**src/rtl/reg_status_ctrl_pkg.sv**
```systemverilog
// Shared types and sizes for the rename/commit controller and its neighbours
// (dispatch unit, ROB, register file).
package reg_status_ctrl_pkg;

    localparam int NREG  = 8;
    localparam int TAGW  = 6;
    localparam int DW    = 16;
    localparam int NDISP = 4;   // dispatch slots, index 0 = A (oldest) .. 3 = D (youngest)
    localparam int NCMT  = 3;   // commit ports, index 0 = oldest .. 2 = youngest

    typedef logic [2:0]      reg_idx_t;
    typedef logic [TAGW-1:0] rob_tag_t;
    typedef logic [DW-1:0]   reg_data_t;

    typedef enum logic {
        RUN   = 1'b0,
        FLUSH = 1'b1
    } state_t;

    function automatic logic [3:0] popcount(input logic [NREG-1:0] v);
        logic [3:0] cnt;
        cnt = 4'd0;
        for (int i = 0; i < NREG; i++) begin
            cnt = cnt + 4'(v[i]);
        end
        return cnt;
    endfunction

endpackage

```
**src/rtl/reg_status_ctrl_if.sv**
```systemverilog
// Dispatch, commit and register-file write-port bundle of the rename/commit controller.
// Slot/port arrays are indexed oldest-first (dispatch A..D = 0..3, commit 0..2).
interface reg_status_ctrl_if;
    import reg_status_ctrl_pkg::*;

    logic      [NDISP-1:0] disp_valid;
    reg_idx_t  [NDISP-1:0] disp_waddr;
    rob_tag_t  [NDISP-1:0] disp_loc;
    logic                  disp_ready;

    logic      [NCMT-1:0]  cmt_valid;
    reg_idx_t  [NCMT-1:0]  cmt_waddr;
    rob_tag_t  [NCMT-1:0]  cmt_loc;
    reg_data_t [NCMT-1:0]  cmt_data;

    logic                  flush;

    logic      [NDISP-1:0] rob_wen;
    reg_idx_t  [NDISP-1:0] rob_waddr;
    rob_tag_t  [NDISP-1:0] rob_loc;

    logic      [NCMT-1:0]  wen;
    reg_idx_t  [NCMT-1:0]  waddr;
    reg_data_t [NCMT-1:0]  wdata;

    logic [NREG-1:0]       busy;
    logic [NREG*TAGW-1:0]  tag_flat;
    logic [3:0]            busy_count;
    logic                  flushing;

    modport master (
        output disp_valid, disp_waddr, disp_loc,
        output cmt_valid, cmt_waddr, cmt_loc, cmt_data,
        output flush,
        input  disp_ready,
        input  rob_wen, rob_waddr, rob_loc,
        input  wen, waddr, wdata,
        input  busy, tag_flat, busy_count, flushing
    );

    modport slave (
        input  disp_valid, disp_waddr, disp_loc,
        input  cmt_valid, cmt_waddr, cmt_loc, cmt_data,
        input  flush,
        output disp_ready,
        output rob_wen, rob_waddr, rob_loc,
        output wen, waddr, wdata,
        output busy, tag_flat, busy_count, flushing
    );

endinterface

```
**src/rtl/reg_status_ctrl_busy_tag_table.sv**
```systemverilog
// Per-register busy bit and ROB tag storage: youngest dispatch sets, tag-matching
// commit clears, same-cycle dispatch beats commit, flush clears every busy bit.
module busy_tag_table
    import reg_status_ctrl_pkg::*;
(
    input  logic                  clk,
    input  logic                  rst_n,
    input  logic     [NDISP-1:0]  set_en,
    input  reg_idx_t [NDISP-1:0]  set_idx,
    input  rob_tag_t [NDISP-1:0]  set_tag,
    input  logic     [NCMT-1:0]   clr_en,
    input  reg_idx_t [NCMT-1:0]   clr_idx,
    input  rob_tag_t [NCMT-1:0]   clr_tag,
    input  logic                  flush,
    output logic [NREG-1:0]       busy,
    output logic [NREG*TAGW-1:0]  tag_flat
);

    logic [NREG-1:0] busy_q, busy_d;
    rob_tag_t        tag_q [NREG];
    rob_tag_t        tag_d [NREG];
    logic            set_hit, clr_hit;

    always_comb begin
        // NOTE: every variable gets a value before any branch so no path leaves it
        // unassigned; that is what keeps this block from inferring latches.
        busy_d  = busy_q;
        set_hit = 1'b0;
        clr_hit = 1'b0;
        for (int r = 0; r < NREG; r++) begin
            set_hit  = 1'b0;
            clr_hit  = 1'b0;
            tag_d[r] = tag_q[r];
            // Later (younger) slots overwrite earlier ones, so D beats C beats B beats A.
            for (int s = 0; s < NDISP; s++) begin
                if (set_en[s] && set_idx[s] == reg_idx_t'(r)) begin
                    set_hit  = 1'b1;
                    tag_d[r] = set_tag[s];
                end
            end
            for (int k = 0; k < NCMT; k++) begin
                if (clr_en[k] && clr_idx[k] == reg_idx_t'(r) && clr_tag[k] == tag_q[r]) begin
                    clr_hit = 1'b1;
                end
            end
            if (flush)        busy_d[r] = 1'b0;
            else if (set_hit) busy_d[r] = 1'b1;
            else if (clr_hit) busy_d[r] = 1'b0;
            else              busy_d[r] = busy_q[r];
        end
    end

    // NOTE: the tag array is a handful of flops, not a RAM macro, so it takes the
    // async reset like any other state and comes up as all-zero tags.
    always_ff @(posedge clk or negedge rst_n) begin
        if (!rst_n) begin
            busy_q <= '0;
            for (int r = 0; r < NREG; r++) begin
                tag_q[r] <= '0;
            end
        end else begin
            // NOTE: non-blocking assignments so every flop samples pre-edge values.
            busy_q <= busy_d;
            for (int r = 0; r < NREG; r++) begin
                tag_q[r] <= tag_d[r];
            end
        end
    end

    always_comb begin
        tag_flat = '0;
        for (int r = 0; r < NREG; r++) begin
            tag_flat[r*TAGW +: TAGW] = tag_q[r];
        end
    end

    assign busy = busy_q;

endmodule

```
**src/rtl/reg_status_ctrl.sv**
```systemverilog
// Rename/commit controller: RUN/FLUSH sequencing, register-file write-port gating
// and busy popcount around the busy/tag table.
module reg_status_ctrl
    import reg_status_ctrl_pkg::*;
(
    input  logic            clk,
    input  logic            rst_n,
    reg_status_ctrl_if.slave bus
);

    state_t          state_q, state_d;
    logic            disp_ready;
    logic [NDISP-1:0] disp_acc;
    logic [NREG-1:0] busy;

    always_ff @(posedge clk or negedge rst_n) begin
        if (!rst_n) state_q <= RUN;
        else        state_q <= state_d;
    end

    // Each flushing cycle buys exactly one more FLUSH cycle.
    always_comb begin
        state_d = state_q;
        case (state_q)
            RUN:     state_d = bus.flush ? FLUSH : RUN;
            FLUSH:   state_d = bus.flush ? FLUSH : RUN;
            default: state_d = RUN;
        endcase
    end

    // Combinational so that a flush in the same cycle kills dispatch.
    assign disp_ready     = (state_q == RUN) && !bus.flush;
    assign disp_acc       = bus.disp_valid & {NDISP{disp_ready}};

    assign bus.disp_ready = disp_ready;
    assign bus.rob_wen    = disp_acc;
    assign bus.rob_waddr  = bus.disp_waddr;
    assign bus.rob_loc    = bus.disp_loc;

    // Retirements are older than any flush, so data writes are never gated.
    assign bus.wen        = bus.cmt_valid;
    assign bus.waddr      = bus.cmt_waddr;
    assign bus.wdata      = bus.cmt_data;

    busy_tag_table u_table (
        .clk      (clk),
        .rst_n    (rst_n),
        .set_en   (disp_acc),
        .set_idx  (bus.disp_waddr),
        .set_tag  (bus.disp_loc),
        .clr_en   (bus.cmt_valid),
        .clr_idx  (bus.cmt_waddr),
        .clr_tag  (bus.cmt_loc),
        .flush    (bus.flush),
        .busy     (busy),
        .tag_flat (bus.tag_flat)
    );

    assign bus.busy       = busy;
    assign bus.busy_count = popcount(busy);
    assign bus.flushing   = (state_q == FLUSH);

endmodule

```
**src/flat_wrapper.sv**
```systemverilog
// flat-port wrapper written by rule: the top's interface ports become plain ports
module reg_status_ctrl_flat import reg_status_ctrl_pkg::*;
  (clk, rst_n, bus_disp_valid, bus_disp_waddr, bus_disp_loc, bus_cmt_valid, bus_cmt_waddr, bus_cmt_loc, bus_cmt_data, bus_flush, bus_disp_ready, bus_rob_wen, bus_rob_waddr, bus_rob_loc, bus_wen, bus_waddr, bus_wdata, bus_busy, bus_tag_flat, bus_busy_count, bus_flushing);
  reg_status_ctrl_if bus_i ();
  input  logic clk;
  input  logic rst_n;
  input wire logic [$bits(bus_i.disp_valid)-1:0] bus_disp_valid;
  input wire logic [$bits(bus_i.disp_waddr)-1:0] bus_disp_waddr;
  input wire logic [$bits(bus_i.disp_loc)-1:0] bus_disp_loc;
  input wire logic [$bits(bus_i.cmt_valid)-1:0] bus_cmt_valid;
  input wire logic [$bits(bus_i.cmt_waddr)-1:0] bus_cmt_waddr;
  input wire logic [$bits(bus_i.cmt_loc)-1:0] bus_cmt_loc;
  input wire logic [$bits(bus_i.cmt_data)-1:0] bus_cmt_data;
  input wire logic [$bits(bus_i.flush)-1:0] bus_flush;
  output wire logic [$bits(bus_i.disp_ready)-1:0] bus_disp_ready;
  output wire logic [$bits(bus_i.rob_wen)-1:0] bus_rob_wen;
  output wire logic [$bits(bus_i.rob_waddr)-1:0] bus_rob_waddr;
  output wire logic [$bits(bus_i.rob_loc)-1:0] bus_rob_loc;
  output wire logic [$bits(bus_i.wen)-1:0] bus_wen;
  output wire logic [$bits(bus_i.waddr)-1:0] bus_waddr;
  output wire logic [$bits(bus_i.wdata)-1:0] bus_wdata;
  output wire logic [$bits(bus_i.busy)-1:0] bus_busy;
  output wire logic [$bits(bus_i.tag_flat)-1:0] bus_tag_flat;
  output wire logic [$bits(bus_i.busy_count)-1:0] bus_busy_count;
  output wire logic [$bits(bus_i.flushing)-1:0] bus_flushing;
  assign bus_i.disp_valid = bus_disp_valid;
  assign bus_i.disp_waddr = bus_disp_waddr;
  assign bus_i.disp_loc = bus_disp_loc;
  assign bus_i.cmt_valid = bus_cmt_valid;
  assign bus_i.cmt_waddr = bus_cmt_waddr;
  assign bus_i.cmt_loc = bus_cmt_loc;
  assign bus_i.cmt_data = bus_cmt_data;
  assign bus_i.flush = bus_flush;
  assign bus_disp_ready = bus_i.disp_ready;
  assign bus_rob_wen = bus_i.rob_wen;
  assign bus_rob_waddr = bus_i.rob_waddr;
  assign bus_rob_loc = bus_i.rob_loc;
  assign bus_wen = bus_i.wen;
  assign bus_waddr = bus_i.waddr;
  assign bus_wdata = bus_i.wdata;
  assign bus_busy = bus_i.busy;
  assign bus_tag_flat = bus_i.tag_flat;
  assign bus_busy_count = bus_i.busy_count;
  assign bus_flushing = bus_i.flushing;
  reg_status_ctrl u_core (.clk(clk), .rst_n(rst_n), .bus(bus_i));
endmodule
```
**config.mk**
```make
export PLATFORM = sky130hd
export DESIGN_NAME = reg_status_ctrl_flat
export DESIGN_NICKNAME = d
export VERILOG_FILES = /design/src/rtl/reg_status_ctrl_pkg.sv /design/src/rtl/reg_status_ctrl_if.sv /design/src/rtl/reg_status_ctrl_busy_tag_table.sv /design/src/rtl/reg_status_ctrl.sv /design/src/flat_wrapper.sv
export SDC_FILE = /design/constraint.sdc
export NUM_CORES = 1
export LEC_CHECK = 0
export CORE_UTILIZATION = 40
export CTS_CLUSTER_SIZE = 16
export DETAILED_ROUTE_END_ITERATION = 7
export PLACE_DENSITY = 0.76
export REMOVE_ABC_BUFFERS = 1
export SLEW_MARGIN = 20
export SYNTH_ARGS = -nofsm -noshare
export SYNTH_HDL_FRONTEND = slang
export SYNTH_SLANG_ARGS = --single-unit
```
**constraint.sdc**
```tcl
create_clock -name clk -period 8.15 [get_ports clk]
set_input_delay 2.0375 -clock clk [delete_from_list [all_inputs] [get_ports clk]]
set_output_delay 2.0375 -clock clk [all_outputs]
set_load 0.005 [all_outputs]
```
# After elaboration in Yosys (flattened, before gate mapping)
# Index checks and enable logic that the tools add are counted.
dict set report word_totals {
  reg_bits 57
  input_bits 121
  output_inout_bits 162
  word_cells 317
}
dict set report classes {
  n_addsub 7
  eq_ne 73
  muxes 113
  n_bitwise 2
  reduce_logical 105
}
# cell count
set op_table {}
lappend op_table {{2-to-1 mux 6 bit} 32}
lappend op_table {{== test 6 bit} 24}
lappend op_table {{== test 3 bit, second input constant} 28}
lappend op_table {{logical AND 1 bit} 81}
lappend op_table {{2-to-1 mux 1 bit} 81}
lappend op_table {{== test 3 x 2 -> 1 bit, second input constant} 14}
lappend op_table {{nonzero test 4 bit} 8}
lappend op_table {{adder 4 x 1 -> 4 bit} 6}
lappend op_table {{nonzero test 3 bit} 8}
lappend op_table {{== test 3 x 1 -> 1 bit, second input constant} 7}
lappend op_table {{zero test 3 bit} 7}
lappend op_table {{bitwise AND 4 bit} 1}
lappend op_table {{adder 1 x 1 -> 2 bit} 1}
lappend op_table {{zero test 1 bit} 1}
lappend op_table {{inverter 1 bit} 1}

# Depth between registers and ports, before layout
dict set report depth {
  word_depth 10
  depth_mapped 9
  mapped_depth_nobuf 8
}

# Modules after synthesis
# Synthesis repeated with hierarchy kept, for this count alone.
dict set report hier_totals {
  hier_cells 834
  hier_area_um2 6836.6
}
# mod instances cells_per_inst area_per_inst_um2 seq_area_each_um2
set modules_own_cells {}
lappend modules_own_cells {busy_tag_table 1 708 5869.4 1401.3}
lappend modules_own_cells {reg_status_ctrl 1 126 967.2 25.0}

# Worst setup path after synthesis
# No wires, ideal clock.
dict set report synth_timing {
  path_type {in2out}
  startpoint {in bus_flush}
  endpoint {out bus_rob_wen[0]}
  arrival_time_ns 2.829
  required_ns 6.113
  setup_slack_ns 3.284
  path_stages 5
  n_path_buf 2
  path_cell_list {buf_6 > or2_2 > inv_1 > buf_2 > and2_1}
}
dict set report synth_between {
  elab_chain_cells 3
}
# item line_no
set synth_rtl {}
lappend synth_rtl {{from (decl)} flat_wrapper.sv:14} ;# input wire logic [$bits(bus_i.flush)-1:0] bus_flush;
lappend synth_rtl {{zero test 1 bit} reg_status_ctrl.sv:32} ;# assign disp_ready = (state_q == RUN) && !bus.flush;
lappend synth_rtl {{logical AND 1 bit} reg_status_ctrl.sv:32}
lappend synth_rtl {{named net bus_disp_ready} flat_wrapper.sv:15} ;# output wire logic [$bits(bus_i.disp_ready)-1:0] bus_disp_ready;
lappend synth_rtl {{bitwise AND 4 bit} reg_status_ctrl.sv:33} ;# assign disp_acc = bus.disp_valid & {NDISP{disp_ready}};
lappend synth_rtl {{to (decl)} flat_wrapper.sv:16} ;# output wire logic [$bits(bus_i.rob_wen)-1:0] bus_rob_wen;
# The timed path passes the listed nets, and every way through them passes these cells.

# Worst setup path after layout
dict set report layout_timing {
  startpoint {in bus_flush}
  endpoint {out bus_rob_wen[1]}
}
dict set report layout_between {
  elab_chain_cells 3
}
# item line_no
set layout_rtl {}
lappend layout_rtl {{zero test 1 bit} reg_status_ctrl.sv:32}
lappend layout_rtl {{logical AND 1 bit} reg_status_ctrl.sv:32}
lappend layout_rtl {{bitwise AND 4 bit} reg_status_ctrl.sv:33}
# No other way between the ends.

==> metrics.yaml <==
outcome:
  outcome: "complete, no violations"
setup_path:
  path_cells: "clkdlybuf4s50_1 -> or2_2 -> inv_1 -> and2_1 -> clkdlybuf4s50_1"
  reg2reg_to: "u_core.u_table.tag_flat[12]$_DFFE_PN0P_"
  crit_family: "buffers and inverters"
  ff2ff_path_depth: 7
  cpMostUsedCell: "clkdlybuf4s50_1"
  crit_type: "in -> out"
  cp_data_required_time_ns: 6.11
  timing.rr.start: "u_core.bus.flushing$_DFF_PN0_"
  critPathArrivalTime_ns: 4.41
  path_buf_inv: 3
  r2r_slack_ns: 5.65
  start_kind: "input port"
  crit_fanout: 20
  crit_path_start: "bus_flush"
  cp_slowest_cell: "clkdlybuf4s50_1"
  cp-end-kind: "output port"
  critPathMaxStageDelay_ns: 0.87
detailed_routing:
  viasPerCell: 6.17
  drt-pass1-iter-count: 6
  ant_nets: 0
  drt_iter0_drc: 1140
  finalWirelength_um: 27900
  vias: 6992
  post_drt_wl_per_cell_um: 24.6
  drc: 0
placement:
  placed_area_um2: 7900
  gp_congestion: 0.974
  portBuffers: 186
  place_ws_ns: 1.71
  hpwl_um: 21000
clock_network:
  cts_setup_buffers: 0
  htree_levels: 3
  cts.reportedPaths.clkPinSlew_ns: 0.05
  root_buffer: "clkbuf_16"
  clockBufferDepth: 2
  cts_tree: "built"
  cts_made_buffers: 9
  ctsHoldBuffers: 0
  cts_sinks: 57
  clock_latency_ns: 0.34
  ctsResizeCount: 0
finish:
  drive_gt1_share_pct: 4.27
  multiInputGateArea_um2: 4230
  utilization_pct: 49.6
  area_growth_pct: 21.7
  regArea_um2: 1430
  fillers: 1594
  layout.nets: 1036
  n_antenna_cell: 0
  fin_area_um2: 8200
timing:
  hold_viol_final: 0
  slew_viol_final: 0
  rsz0062_at_grt: "false"
  setup_viol: 0
  max_freq_mhz: 155
  finalWorstSetupSlack_ns: 1.70
  finalSetupTns_ns: 0
  maxSlewHeadroom_pct: 40.6
  worstMarginPinSlew_ns: 0.888
  fin_crit_sh_pct: 79.1
  fin_crit_ns: 6.45
  finalClockSkew_ns: 0.00618
floorplan:
  core_um2: 16500
  start_util_pct: 40.8
  die_x_um: 132
  die-area_um2: 17400
  die_h_um: 132
  pin_count: 283
  rows: 47
global_routing:
  grt_usage_pct: 31.8
  grt_pass1_wl_um: 41200
  grt_max_degree: 58
  antenna_found_initial: 0
  grt_pass1_vias: 6262
  grt.overflow.total: 0
synth:
  syn_inst: 872
  synth_edf_count: 0
  ys.flop_type: "dfrtp_1"
  synth_compound_area_share_pct: 14.6
  ys_async_sr_fraction_pct: 100
  synth_warnings: 0
  synth-xor-area-share_pct: 18.8
  synth_seq_area_share_pct: 21.2
  synth_mux_area_share_pct: 2.53
  synth_top_family_by_area: "simple AND/OR/NAND/NOR gates"
  synthAdderAreaFrac_pct: 1.75
  synth-simple-area-share_pct: 24.9
  yosysUniqueCellTypes: 60
  yosys_register_bits: 57
  syn_avg_cell_area_um2: 7.73
  syn_area_um2: 6740
hold_path:
  hp-class: "reg -> reg"
  min_to: "u_core.u_table.busy[4]$_DFFE_PN0P_"
  min-delay-start: "u_core.u_table.busy[4]$_DFFE_PN0P_"
  min_path_cells: 2
power:
  pwr_density_cell_nw_per_um2: 188
  ir_worst_vdd_mv: 0.113
  report.power.total_mw: 1.54
  p_leak_nw: 3.17
run:
  maxCapViolCount: 0
==> logic make-up (layout without fill, tap and decap cells) <==
logic type / after synthesis / in the layout
xor+xnor: 145 / 145
fa+ha+maj: 7 / 7
flops: 57 / 57
mux: 17 / 17
buf+inv: 186 / 227
simple gates: 326 / 326
compound gates: 134 / 134
==> cell usage after synthesis (5+ instances only) <==
master      n  area [um^2]
nand2_1   100          375
buf_4      98          736
xor2_1     86          753
nor2_1     84          315
xnor2_1    59          517
dfrtp_1    57         1430
clkbuf_1   47          176
nand4_1    32          200
a31oi_1    31          194
a21oi_1    24          120
nor4_1     21          131
inv_1      20         75.1
mux2i_1    17          170
a211o_1    15          131
nor3_1     14         70.1
a311o_1    13          130
buf_2      10         50.1
nand3_1    10         50.1
nor4b_1    10         87.6
a311oi_1    9         78.8
buf_1       9         33.8
o21ai_0     9         45.0
a221o_1     8         80.1
o22ai_1     7         43.8
and2_1      5         31.3
and3_1      5         31.3
nand2b_1    5         31.3
nand4b_1    5         43.8
o22a_1      5         43.8
==> worst min-delay path, stage by stage (launching register included) <==
cell and delay [ns]:
dfrtp_1 0.41, nand4_1 0.09, a21oi_1 0.06
==> sequential cells by signal, indices dropped and copies added, names as in the netlist <==
name / count
u_core.bus.flushing: 1
u_core.u_table.tag_flat: 48
u_core.u_table.busy: 8
==> final cells by class <==
cell class | count | area share, %
clock inverter | 5 | 0.671
clock buffer | 11 | 2.96
inverter | 20 | 0.916
tap | 220 | 3.36
timing repair buffer | 191 | 23.1
multi-input combinational | 629 | 51.6
sequential | 57 | 17.4
==> worst max-delay path by stage <==
stage                     cells past startpoint  slack (ns)             end
after CTS                                     5        1.77  bus_rob_wen[0]
final                                         5        1.70  bus_rob_wen[1]
after floorplan                               3        3.43  bus_rob_wen[0]
after global placement                        5        1.80  bus_rob_wen[0]
after global routing                          5        1.62  bus_rob_wen[0]
after detailed placement                      5        1.71  bus_rob_wen[0]
==> where the power goes <==
group	switching, mW	leakage, nW	internal, mW
Combinational	0.250	2.36	0.364
Clock	0.147	0.142	0.244
Sequential	0.184	0.672	0.354
==> cells in the final DEF, fill, tap and decap left out, types with 3 or more instances in the layout <==
| cell type | n |
|---|---|
| o22ai_1 | 7 |
| a221o_1 | 8 |
| a311o_1 | 13 |
| xor2_1 | 86 |
| fa_1 | 4 |
| nor2_1 | 84 |
| nor2b_1 | 4 |
| a311oi_1 | 9 |
| nor4b_1 | 9 |
| nand4bb_1 | 4 |
| clkdlybuf4s50_1 | 185 |
| or3_1 | 4 |
| xnor2_1 | 59 |
| mux2i_1 | 17 |
| a31oi_1 | 31 |
| nor4_1 | 20 |
| or4b_1 | 3 |
| a211o_1 | 15 |
| o22a_1 | 5 |
| nor3_1 | 14 |
| dfrtp_1 | 57 |
| inv_1 | 20 |
| and2_1 | 5 |
| nand4_1 | 32 |
| and3_1 | 5 |
| a21oi_1 | 24 |
| ha_1 | 3 |
| nand4b_1 | 5 |
| a31o_2 | 4 |
| buf_4 | 5 |
| o21ai_0 | 9 |
| clkbuf_16 | 9 |
| nand2_1 | 100 |
| nand3_1 | 10 |
| nand2b_1 | 5 |
==> per-stage QoR <==
stage / hold slack [ns] / instances
finish: 0.605 / 1133
global route: 0.632 / 1133
CTS: 0.604 / 1133
detailed placement: 0.597 / 1117
global placement: 0.585 / 1117
floorplan: 0.547 / 706
==> per-layer routing <==
| layer | share of wire, % | track usage [%] | vias to the layer above |
|---|---|---|---|
| li1 | - | - | 3023 |
| met1 | 42 | 44.3 | 3287 |
| met2 | 40 | 43.9 | 602 |
| met3 | 15 | 12.3 | 74 |
| met4 | 2.9 | 10.1 | 6 |
| met5 | 0.53 | 8.06 | - |
(Power assumes the default switching activity.)
